$ cat src/rtl/seqsub_pkg.sv
// Shared types and default geometry for the sequential subtractor.
package seqsub_pkg;

  localparam int DEF_WIDTH = 32;
  localparam int DEF_SLICE = 8;

  typedef enum logic [1:0] {
    IDLE = 2'd0,
    RUN  = 2'd1,
    DONE = 2'd2
  } state_t;

endpackage

$ cat src/rtl/seqsub_subslice.sv
// Combinational SLICE-bit ripple-borrow subtractor: {bout, diff} = a - b - bin.
module subslice #(
  parameter int SLICE = 8
) (
  input  logic [SLICE-1:0] a,
  input  logic [SLICE-1:0] b,
  input  logic             bin,
  output logic [SLICE-1:0] diff,
  output logic             bout
);

  logic [SLICE:0] res;

  // The extra top bit goes high exactly when the slice has to borrow.
  assign res  = {1'b0, a} - {1'b0, b} - {{SLICE{1'b0}}, bin};
  assign diff = res[SLICE-1:0];
  assign bout = res[SLICE];

endmodule

$ cat src/rtl/seqsub.sv
// Multi-cycle subtractor DIFF = A - B, one SLICE-bit chunk per clock with a registered borrow.
// Optional signed-overflow output OVF is built only when SEQSUB_OVF_EN is defined.
//
// state | meaning
// IDLE  | waiting for operands, in_ready high
// RUN   | one slice per cycle, indexed by idx
// DONE  | result held, out_valid high until out_ready
module seqsub
  import seqsub_pkg::*;
#(
  parameter int WIDTH = DEF_WIDTH,
  parameter int SLICE = DEF_SLICE
) (
  input  logic             clk,
  input  logic             rst_n,
  input  logic             in_valid,
  output logic             in_ready,
  input  logic [WIDTH-1:0] A,
  input  logic [WIDTH-1:0] B,
  output logic             out_valid,
  input  logic             out_ready,
  output logic [WIDTH-1:0] DIFF,
  output logic             BORROW
`ifdef SEQSUB_OVF_EN
  ,
  output logic             OVF
`endif
);

  localparam int NSLICE = WIDTH / SLICE;
  localparam int IDXW   = (NSLICE > 1) ? $clog2(NSLICE) : 1;
  localparam logic [IDXW-1:0] LAST = IDXW'(NSLICE - 1);

  if (WIDTH % SLICE != 0) begin : g_bad_geometry
    $error("seqsub: WIDTH must be a multiple of SLICE");
  end

  state_t                        state;
  logic [NSLICE-1:0][SLICE-1:0]  a_q;
  logic [NSLICE-1:0][SLICE-1:0]  b_q;
  logic [NSLICE-1:0][SLICE-1:0]  diff_q;
  logic [IDXW-1:0]               idx;
  logic                          borrow_q;
  logic [SLICE-1:0]              diff_s;
  logic                          bout_s;
  logic                          last_slice;

  assign last_slice = (state == RUN) && (idx == LAST);

  subslice #(.SLICE(SLICE)) u_slice (
    .a    (a_q[idx]),
    .b    (b_q[idx]),
    .bin  (borrow_q),
    .diff (diff_s),
    .bout (bout_s)
  );

  always_ff @(posedge clk or negedge rst_n) begin
    if (!rst_n) begin
      state    <= IDLE;
      a_q      <= '0;
      b_q      <= '0;
      diff_q   <= '0;
      idx      <= '0;
      borrow_q <= 1'b0;
    end else begin
      case (state)
        IDLE: begin
          if (in_valid) begin
            a_q      <= A;
            b_q      <= B;
            idx      <= '0;
            borrow_q <= 1'b0;
            state    <= RUN;
          end
        end
        RUN: begin
          diff_q[idx] <= diff_s;
          borrow_q    <= bout_s;
          if (idx == LAST) begin
            idx   <= '0;
            state <= DONE;
          end else begin
            idx <= idx + 1'b1;
          end
        end
        DONE: begin
          if (out_ready) state <= IDLE;
        end
        default: state <= IDLE;
      endcase
    end
  end

  assign in_ready  = (state == IDLE);
  assign out_valid = (state == DONE);
  assign DIFF      = diff_q;
  assign BORROW    = borrow_q;

`ifdef SEQSUB_OVF_EN
  logic ovf_q;
  logic a_msb;
  logic b_msb;

  assign a_msb = a_q[NSLICE-1][SLICE-1];
  assign b_msb = b_q[NSLICE-1][SLICE-1];

  // Captured alongside the top slice so it is stable for all of DONE.
  always_ff @(posedge clk or negedge rst_n) begin
    if (!rst_n) begin
      ovf_q <= 1'b0;
    end else if (last_slice) begin
      ovf_q <= (a_msb ^ b_msb) & (diff_s[SLICE-1] ^ a_msb);
    end
  end

  assign OVF = ovf_q;
`endif

endmodule

$ cat config.mk
export PLATFORM = sky130hd
export DESIGN_NAME = seqsub
export DESIGN_NICKNAME = d
export VERILOG_FILES = /design/src/rtl/seqsub_pkg.sv /design/src/rtl/seqsub_subslice.sv /design/src/rtl/seqsub.sv
export SDC_FILE = /design/constraint.sdc
export NUM_CORES = 1
export LEC_CHECK = 0
export BUFFER_PORTS_ARGS = -buffer_cell sky130_fd_sc_hd__buf_2
export CAP_MARGIN = 10
export CORE_MARGIN = 8
export CORE_UTILIZATION = 55
export DETAILED_ROUTE_END_ITERATION = 8
export GPL_TIMING_DRIVEN = 0
export PLACE_DENSITY_LB_ADDON = 0.08
export SETUP_SLACK_MARGIN = 0.4
export SLEW_MARGIN = 20
export SYNTH_ARGS = -nofsm -noshare
export SYNTH_HDL_FRONTEND = slang
export SYNTH_SLANG_ARGS = --single-unit
$ cat constraint.sdc
create_clock -name clk -period 3.8 [get_ports clk]
set_input_delay 0.38 -clock clk [delete_from_list [all_inputs] [get_ports clk]]
set_output_delay 0.38 -clock clk [all_outputs]
set_load 0.05 [all_outputs]
==> flow_summary.json, run 1 <==
{
  "status": "finished clean",
  "dieWidth_microns": 110,
  "layout-drive-gt1-share_pct": 22.5,
  "finalWorstSetupSlack_ns": 0.560,
  "setup_viol": 0,
  "ys_top_cells_by_area": "dfrtp_1 52%, nand2_1 18%, mux4_2 7.4%",
  "critPathArrivalTime_ns": 3.50,
  "min_period_ns": 3.24,
  "synth_cell_type_count": 38,
  "syn_area_per_cell_sq_um": 9.39,
  "grt_pass1_vias": 4249,
  "hold_class": "input pin to flip-flop",
  "clock_latency_ns": 0.37,
  "design_area_sq_um": 5780,
  "diodes": 0,
  "start_util_pct": 56.1,
  "ant_nets": 0,
  "cp_max_fo": 10,
  "syn_nets": 602,
  "core_sq_um": 8640,
  "seq_area_sq_um": 2530,
  "fin_crit_sh_pct": 85.3,
  "ys_top_cells_by_count": "234 x nand2_1, 101 x dfrtp_1, 23 x inv_1, 23 x o21ai_0, 18 x clkbuf_1",
  "routed_via_density": 5.32,
  "dpl_cell_area_sq_um": 5530,
  "place.port_buffers": 102,
  "slew-limit-headroom_pct": 57.9,
  "rsz0062_at_grt": "no",
  "cts_max_level": 3,
  "finClkSkew_ns": 0.0135,
  "tritoncts": "built",
  "remaining_drc_errors": 0,
  "cts_buffers": 9,
  "ys_ff_latch": 101,
  "synth_flop_cell": "dfrtp_1",
  "synth_area_sq_um": 4850,
  "io_pins": 103,
  "cts.path.max_buffers": 2,
  "finalSetupTns_ns": 0,
  "syn_to_final_growth_pct": 19.2,
  "grt_pass1_wl_microns": 20600,
  "worstSetupStartpointType": "flip-flop",
  "path_class": "flip-flop to flip-flop",
  "dieArea_sq_um": 12100,
  "root_buffer": "clkbuf_8",
  "synth_top_area_share_pct": 52.1,
  "ys_seq_area_share_pct": 52.1,
  "async_flop_share_pct": 100,
  "grt_use_total_pct": 21.9,
  "wl_per_cell_microns": 16.7,
  "clock-sinks": 101,
  "max_cap_viol_count": 0,
  "synth_area_leader_cell": "dfrtp_1",
  "grt-ovfl-total": 0,
  "fillers": 750,
  "synth_cells": 516,
  "drt-pass1-iter-count": 4,
  "dp_hpwl_microns": 9240,
  "yosysMostFrequentCell": "nand2_1",
  "rr_worst_depth": 10,
  "place_ws_ns": 0.123,
  "ys_warn_count": 0,
  "required_ns": 4.06,
  "vias": 3954,
  "worstMarginPinSlew_ns": 0.632,
  "fmax_mhz": 309,
  "timing_hold_violations_final": 0,
  "fp-row-count": 34,
  "cp-end-kind": "flip-flop",
  "drtIter0Drc": 207,
  "slew_viol_final": 0,
  "die_h_microns": 110,
  "wl_microns": 12400,
  "grt_antenna_before_repair": 0,
  "place_congestion": 0.875,
  "whs_path_depth": 3,
  "fin_nets": 717,
  "synth-edff-count": 0,
  "multi_input_area_sq_um": 2140,
  "grt_max_degree": 62,
  "clk_pin_slew_ns": 0.10
}
-- placed cells by master, fill, tap and decap left out, types with 2 or more instances in the layout --
master,synthesis,layout
clkbuf_1,18,18
nand3b_1,5,5
o31a_1,4,4
mux4_2,16,16
buf_1,4,4
clkinvlp_4,0,2
nand3_1,7,7
o211ai_1,2,2
inv_1,23,23
dfrtp_1,101,100
a21oi_1,5,4
mux2i_1,2,2
and2_1,2,2
nand2b_1,4,4
xnor2_1,2,2
buf_6,1,4
fa_1,2,2
o31ai_1,6,6
ha_1,16,15
and3b_1,4,4
a32oi_1,4,4
o21ai_0,23,23
clkbuf_8,0,9
nand2_1,234,233
o2111ai_1,4,4
nor2_1,8,8
nand4_1,5,5
buf_2,2,101
bufinv_16,0,2
-- path summary, 6_finish.rpt --
kind / from / endpoint / slack (ns)
min in group asynchronous: rst_n / DIFF[11]$_DFFE_PN0P_ / 0.48
worst max register to register: idx[0]$_DFFE_PN0P_ / DIFF[13]$_DFFE_PN0P_ / 0.56
max in group asynchronous: rst_n / idx[0]$_DFFE_PN0P_ / 2.68
worst max-delay path: idx[0]$_DFFE_PN0P_ / DIFF[13]$_DFFE_PN0P_ / 0.56
worst min-delay path: B[22] / b_q[22]$_DFFE_PN0P_ / 0.19
worst min register to register: b_q[20]$_DFFE_PN0P_ / b_q[20]$_DFFE_PN0P_ / 0.48
-- timing repair --
item,in CTS,in global routing
endpoints found under the hold margin,40,0
endpoints found under the setup margin,12,12
buffers inserted,0,0
gates resized for setup,5,5
hold buffers,1,0
gates cloned,0,0
-- cell type report --
class / instances / share of cell area (%)
sequential: 101 / 43.8
multi-input combinational: 367 / 37.1
timing repair buffer: 104 / 9.59
tap: 108 / 2.34
clock buffer: 10 / 2.21
buffer: 25 / 2.04
inverter: 23 / 1.49
clock inverter: 5 / 1.45
-- sequential cells by signal (all words and copies together), names as in the netlist --
register  cells
DIFF         32
a_q          32
b_q          32
idx           2
state         2
BORROW        1
-- routing by layer --
layer,up-vias,global-route usage (%),wire [microns]
met5,-,0,0
met1,1891,28.0,5370
met3,14,4.10,675
met4,0,7.62,188
met2,117,36.6,6180
li1,1932,-,-
-- stage by stage --
step	hold WS (ns)	util (%)	instances
after floorplan	0.0844	-	516
after global placement	0.452	63.6	726
after detailed placement	0.318	64.0	727
after CTS	0.179	66.7	743
after global routing	0.191	66.9	743
final	0.191	66.9	743
-- cells by family after synthesis --
group	share of synthesized area (%)
buffers and inverters	3.92
AO/OA/AOI/OAI	7.12
AND/OR/NAND/NOR	23.1
multiplexers	7.85
adder cells (fa/ha/maj)	4.96
XOR/XNOR	0.878
flip-flops	52.1
-- critical path: stages (launching register included) --
cell and delay (ns):
dfrtp_2 0.43, buf_6 0.21, buf_6 0.21, mux4_2 0.54
ha_1 0.31, inv_1 0.04, ha_1 0.40, nand2_2 0.13
o32a_1 0.38, and4_1 0.25, o31ai_1 0.25
Power of run 1 is not shown: default switching activity piles up to over one toggle a cycle in this logic, so the estimate is an artifact.
==> run 2: changes to the inputs <==
--- a/config.mk
+++ b/config.mk
@@ -5,10 +5,11 @@
 export SDC_FILE = /design/constraint.sdc
 export NUM_CORES = 1
 export LEC_CHECK = 0
+export ABC_AREA = 1
 export BUFFER_PORTS_ARGS = -buffer_cell sky130_fd_sc_hd__buf_2
 export CAP_MARGIN = 10
 export CORE_MARGIN = 8
-export CORE_UTILIZATION = 55
+export CORE_UTILIZATION = 54
 export DETAILED_ROUTE_END_ITERATION = 8
 export GPL_TIMING_DRIVEN = 0
 export PLACE_DENSITY_LB_ADDON = 0.08
==> run 2 against run 1 <==
Against the previous run: wire length down 3.0%; synthesized cell count is 13% higher; die area is 0.64% higher; register-to-register slack improved by 0.12 ns; synthesized area down 1.1%; via count is 4.2% higher; non-clock buffer count is 3 higher.
==> flow_summary.json, run 2 <==
{
  "status": "finished clean",
  "cp-end-kind": "flip-flop",
  "synth_cells": 581,
  "fp-row-count": 34,
  "rr_worst_depth": 14,
  "async_flop_share_pct": 100,
  "finalHoldWorstSlack_ns": 0.177,
  "synth_top_area_share_pct": 52.7,
  "path_cells": "buf_6 > inv_4 > clkbuf_1 > nand2_1 > a32o_1 > fa_1 > inv_1 > fa_1 > inv_1 > nand2_1 > a21oi_1 > o21bai_1 > xor2_2 > o21ai_0",
  "clock-sinks": 101,
  "grt_max_degree": 58,
  "path_class": "flip-flop to flip-flop",
  "slew-limit-headroom_pct": 64.9,
  "min_period_ns": 3.12,
  "critPathMaxStageDelay_ns": 0.43,
  "core_sq_um": 8680,
  "layout-drive-gt1-share_pct": 22.3,
  "grt_pass1_wl_microns": 19900,
  "fin_nets": 782,
  "finClkSkew_ns": 0.0121,
  "synth-edff-count": 0,
  "ys_warn_count": 0,
  "synth_area_sq_um": 4790,
  "slew_viol_final": 0,
  "clock_latency_ns": 0.36,
  "cts_max_level": 3,
  "worstMarginPinSlew_ns": 0.526,
  "wl_microns": 12000,
  "ys_ff_latch": 101,
  "fmax_mhz": 321,
  "most-common-layout-cells": "289 x nand2_1, 113 x buf_2, 101 x dfrtp_1, 29 x o21ai_0, 28 x inv_1",
  "ys_top_cells_by_count": "289 x nand2_1, 101 x dfrtp_1, 29 x o21ai_0, 28 x inv_1, 19 x nor2_1",
  "max_cap_viol_count": 0,
  "synth_cell_type_count": 29,
  "syn_nets": 667,
  "drt-pass1-iter-count": 5,
  "clk_pin_slew_ns": 0.10,
  "r2r-start": "idx[0]$_DFFE_PN0P_",
  "top_layer": "met4",
  "die_h_microns": 110,
  "grt_use_total_pct": 20.9,
  "cp_max_fo": 10,
  "fillers": 813,
  "cts.path.max_buffers": 2,
  "cts_setup_buffers": 0,
  "tritoncts": "built",
  "cts_buffers": 9,
  "rsz0062_at_grt": "no",
  "ys_top_cells_by_area": "dfrtp_1 53%, nand2_1 23%, ha_1 4.2%",
  "drtIter0Drc": 229,
  "route.met3.wl_microns": 736,
  "place_ws_ns": 0.390,
  "ys_seq_area_share_pct": 52.7,
  "synth_flop_cell": "dfrtp_1",
  "timing_hold_violations_final": 0,
  "grt_pass1_vias": 4182,
  "syn_area_per_cell_sq_um": 8.25,
  "root_buffer": "clkbuf_8",
  "fin_util_pct": 65.6,
  "vias": 4119,
  "dieArea_sq_um": 12100,
  "remaining_drc_errors": 0,
  "required_ns": 4.03,
  "yosysMostFrequentCell": "nand2_1",
  "worstSetupStartpointType": "flip-flop",
  "io_pins": 103,
  "hold_class": "input pin to flip-flop",
  "wirelength_met1_microns": 5290,
  "r2r_slack_ns": 0.68,
  "routed_via_density": 5.10,
  "worstReg2RegEnd": "DIFF[22]$_DFFE_PN0P_",
  "finalSetupTns_ns": 0,
  "grt_antenna_before_repair": 0,
  "dp_hpwl_microns": 9120,
  "slowest_stage": "dfrtp_1",
  "wl_met2_microns": 5680,
  "place_congestion": 0.918,
  "finalWorstSetupSlack_ns": 0.684,
  "syn_to_final_growth_pct": 18.7,
  "startpoint": "idx[0]$_DFFE_PN0P_",
  "crit_end": "DIFF[22]$_DFFE_PN0P_",
  "ant_nets": 0,
  "synth_area_leader_cell": "dfrtp_1",
  "critPathArrivalTime_ns": 3.35,
  "diodes": 0,
  "dieWidth_microns": 110,
  "setup_viol": 0,
  "fin_crit_sh_pct": 82.0,
  "start_util_pct": 55.2,
  "final_common_cell": "nand2_1",
  "wl_per_cell_microns": 14.9,
  "grt-ovfl-total": 0,
  "place.port_buffers": 102
}
[run 2: changes by cell type after synthesis, sizes merged, moves of 8 or more]
cell / change
nand2: +58
mux4: -16
buf: +15
o21ai: +14
nor2: +13
clkbuf: -12
inv: +9
a32o: +8
[run 2: worst max-delay path: cells and delay by family (launching register included)]
| family | cells | cell delay (ns) |
|---|---|---|
| buf+inv | 5 | 0.76 |
| flops | 1 | 0.43 |
| fa+ha+maj | 2 | 0.57 |
| xor+xnor | 1 | 0.26 |
| simple gates | 2 | 0.17 |
| compound gates | 4 | 0.78 |
[run 2: cell type report]
| class | count | area (sq um) | share of cell area (%) |
|---|---|---|---|
| buffer | 28 | 168 | 2.95 |
| clock inverter | 5 | 60.1 | 1.06 |
| inverter | 32 | 123 | 2.15 |
| tap | 108 | 135 | 2.37 |
| multi-input combinational | 420 | 1990 | 34.9 |
| sequential | 101 | 2530 | 44.4 |
| clock buffer | 10 | 138 | 2.42 |
| timing repair buffer | 104 | 554 | 9.74 |
[run 2: kinds of logic after synthesis]
logic type                 synth area share, %
AOI/OAI and AO/OA                         8.38
adders and majority gates                 5.01
buffers and inverters                     6.00
DFF                                       52.7
xor gates and xnor gates                 0.705
and+or+nand+nor                           27.2
[run 2: per-stage QoR]
| stage | instances | area (sq um) |
|---|---|---|
| after global placement | 791 | 5440 |
| after floorplan | 581 | 4790 |
| after CTS | 808 | 5680 |
| after detailed placement | 792 | 5470 |
| final | 808 | 5690 |
| after global routing | 808 | 5690 |
[run 2: timing repair]
item                                    in CTS  in global routing
endpoints found under the setup margin       1                  4
hold endpoints to repair                    44                  0
resized for setup                            1                  3
hold buffers                                 1                  0
[run 2: how the worst min path moves through the flow]
stage | cells past startpoint | start | slack, ns | end
finish | 2 | out_ready | 0.18 | state[1]$_DFFE_PN0P_
global route | 2 | out_ready | 0.18 | state[1]$_DFFE_PN0P_
CTS | 2 | out_ready | 0.17 | state[1]$_DFFE_PN0P_
detailed placement | 1 | rst_n | 0.33 | DIFF[30]$_DFFE_PN0P_
global placement | 2 | DIFF[13]$_DFFE_PN0P_ | 0.46 | DIFF[13]$_DFFE_PN0P_
floorplan | 0 | rst_n | 0.08 | BORROW$_DFFE_PN0P_
[run 2: per-layer routing]
layer,global-route usage (%),vias to the layer above
li1,-,2055
met1,27.0,1917
met2,33.5,120
met3,4.07,27
met4,9.23,0
met5,0,-
Power of run 2 is left out for the same reason.
==> run 3: changes to the inputs <==
--- a/config.mk
+++ b/config.mk
@@ -9,7 +9,7 @@
 export BUFFER_PORTS_ARGS = -buffer_cell sky130_fd_sc_hd__buf_2
 export CAP_MARGIN = 10
 export CORE_MARGIN = 8
-export CORE_UTILIZATION = 54
+export CORE_UTILIZATION = 49
 export DETAILED_ROUTE_END_ITERATION = 8
 export GPL_TIMING_DRIVEN = 0
 export PLACE_DENSITY_LB_ADDON = 0.08
==> constraint.sdc (replaced) <==
create_clock -name clk -period 2.8 [get_ports clk]
set_input_delay 0.28 -clock clk [delete_from_list [all_inputs] [get_ports clk]]
set_output_delay 0.28 -clock clk [all_outputs]
set_load 0.05 [all_outputs]
==> run 3 against run 2 <==
Against the previous run: sequential share of layout area is 5.2 points lower; final cell count increased by 6.4%; via count is 4.7% higher; critical endpoint is now BORROW$_DFFE_PN0P_; worst hold slack got worse by 0.14 ns; clock-buffer cell count decreased by 1; wire length is 10% higher; highest routed layer unchanged; clock skew increased by 0.011 ns; non-clock buffer count is 26 higher; largest cell class unchanged; cell area increased by 13%; first-iteration DRC count increased by 5.2%; core utilization grew 1.3 points.
==> flow_summary.json, run 3 (synthesized netlist as in run 2, its figures left out) <==
{
  "most-common-layout-cells": "277 x nand2_1, 110 x buf_2, 101 x dfrtp_1, 28 x buf_4, 25 x o21ai_1",
  "worstMarginPinSlew_ns": 0.467,
  "final_common_cell": "nand2_1",
  "cts_max_level": 3,
  "dieWidth_microns": 115,
  "worstSetupStartpointType": "flip-flop",
  "start_util_pct": 49.7,
  "cp.depth": 17,
  "cp_top_family": "buffers and inverters",
  "grt-ovfl-total": 0,
  "wl_microns": 13300,
  "cts.path.max_buffers": 2,
  "grt_max_degree": 53,
  "slew-limit-headroom_pct": 68.9,
  "die_h_microns": 115,
  "critPathMaxStageDelay_ns": 0.43,
  "cp_max_fo": 8,
  "fp-row-count": 36,
  "whs_path_depth": 2,
  "clock-sinks": 101,
  "vias": 4312,
  "place.port_buffers": 102,
  "path_cells": "buf_6 > inv_8 > buf_4 > buf_6 > buf_4 > nand2_2 > a32o_2 > fa_2 > inv_2 > nand2_4 > a21oi_4 > buf_6 > inv_2 > nand2_2 > nand3_1 > nand2_1 > o21ai_2",
  "slowest_stage": "dfrtp_1",
  "diodes": 0,
  "cp-end-kind": "flip-flop",
  "drtIter0Drc": 241,
  "core_sq_um": 9640,
  "syn_to_final_growth_pct": 34.5,
  "startpoint": "idx[0]$_DFFE_PN0P_",
  "fillers": 855,
  "fin_nets": 808,
  "grt_use_total_pct": 20.5,
  "crit_top_cell": "buf_6",
  "hold_class": "input pin to flip-flop",
  "cp_num_buf_inv": 8,
  "r2r-start": "idx[0]$_DFFE_PN0P_",
  "required_ns": 3.08,
  "max_cap_viol_count": 0,
  "finalSetupTns_ns": 0,
  "cts_buffers": 9,
  "min_period_ns": 2.65,
  "grt_pass1_wl_microns": 21200,
  "clk_pin_slew_ns": 0.12,
  "drt-pass1-iter-count": 4,
  "rr_worst_depth": 17,
  "fin_crit_sh_pct": 94.7,
  "slew_viol_final": 0,
  "clock_latency_ns": 0.39,
  "setup_viol": 0,
  "grt_antenna_before_repair": 0,
  "rsz0062_at_grt": "yes",
  "critPathArrivalTime_ns": 2.93,
  "ant_nets": 0,
  "dieArea_sq_um": 13200,
  "root_buffer": "clkbuf_8",
  "status": "finished clean",
  "io_pins": 103,
  "timing_hold_violations_final": 0,
  "place_congestion": 0.889,
  "finClkSkew_ns": 0.0234,
  "layout-drive-gt1-share_pct": 34.1,
  "dp_hpwl_microns": 9300,
  "min_from": "out_ready",
  "routed_via_density": 5.01,
  "fmax_mhz": 377,
  "tritoncts": "built",
  "remaining_drc_errors": 0,
  "path_class": "flip-flop to flip-flop",
  "grt_pass1_vias": 4444,
  "wl_per_cell_microns": 15.4
}
==> run 3: cell count changes in the layout (fill, tap and decap cells not counted), sizes merged <==
cell    previous run  this run
clkbuf            16        13
inv               33        36
bufinv             1         0
buf              125       153
==> run 3: final timing paths <==
path                       slack (ns)              endpoint
hold / removal                   0.04  state[1]$_DFFE_PN0P_
hold reg to reg                  0.48  DIFF[23]$_DFFE_PN0P_
setup / recovery                 0.15    BORROW$_DFFE_PN0P_
max in group asynchronous        1.80   a_q[25]$_DFFE_PN0P_
setup reg to reg                 0.15    BORROW$_DFFE_PN0P_
min in group asynchronous        0.37  DIFF[27]$_DFFE_PN0P_
==> run 3: timing repair <==
item	CTS	global route
gates cloned	2	0
setup buffers	20	4
pin swaps	30	26
gates resized for setup	85	41
endpoints found under the setup margin	29	25
hold buffers	1	0
hold endpoints to repair	49	0
==> run 3: final cells by class <==
class / instances / area [sq um] / share of cell area (%)
timing repair buffer: 130 / 772 / 12.0
tap: 133 / 166 / 2.58
clock buffer: 9 / 124 / 1.92
multi-input combinational: 420 / 2370 / 36.7
inverter: 32 / 138 / 2.13
buffer: 28 / 274 / 4.25
clock inverter: 7 / 77.6 / 1.20
sequential: 101 / 2530 / 39.2
==> run 3: through the flow <==
stage	util [%]	setup WS, ns	cells	instance area, sq um	hold slack (ns)
2_1_floorplan	-	0.385	581	4840	-0.0156
3_3_place_gp	57.3	-0.0344	816	5520	0.458
3_5_place_dp	57.6	-0.118	817	5560	0.246
4_1_cts	65.4	0.188	856	6310	0.0330
5_1_grt	66.9	0.0640	860	6450	0.0193
6_report	66.9	0.149	860	6450	0.0381
==> run 3: metal layers <==
layer | track usage, % | vias up | wire [microns]
met5 | 0 | - | 0
met4 | 7.79 | 0 | 266
met3 | 4.83 | 22 | 915
met2 | 34.8 | 133 | 6580
met1 | 24.8 | 2040 | 5510
li1 | - | 2117 | -
Power of run 3 is left out for the same reason.
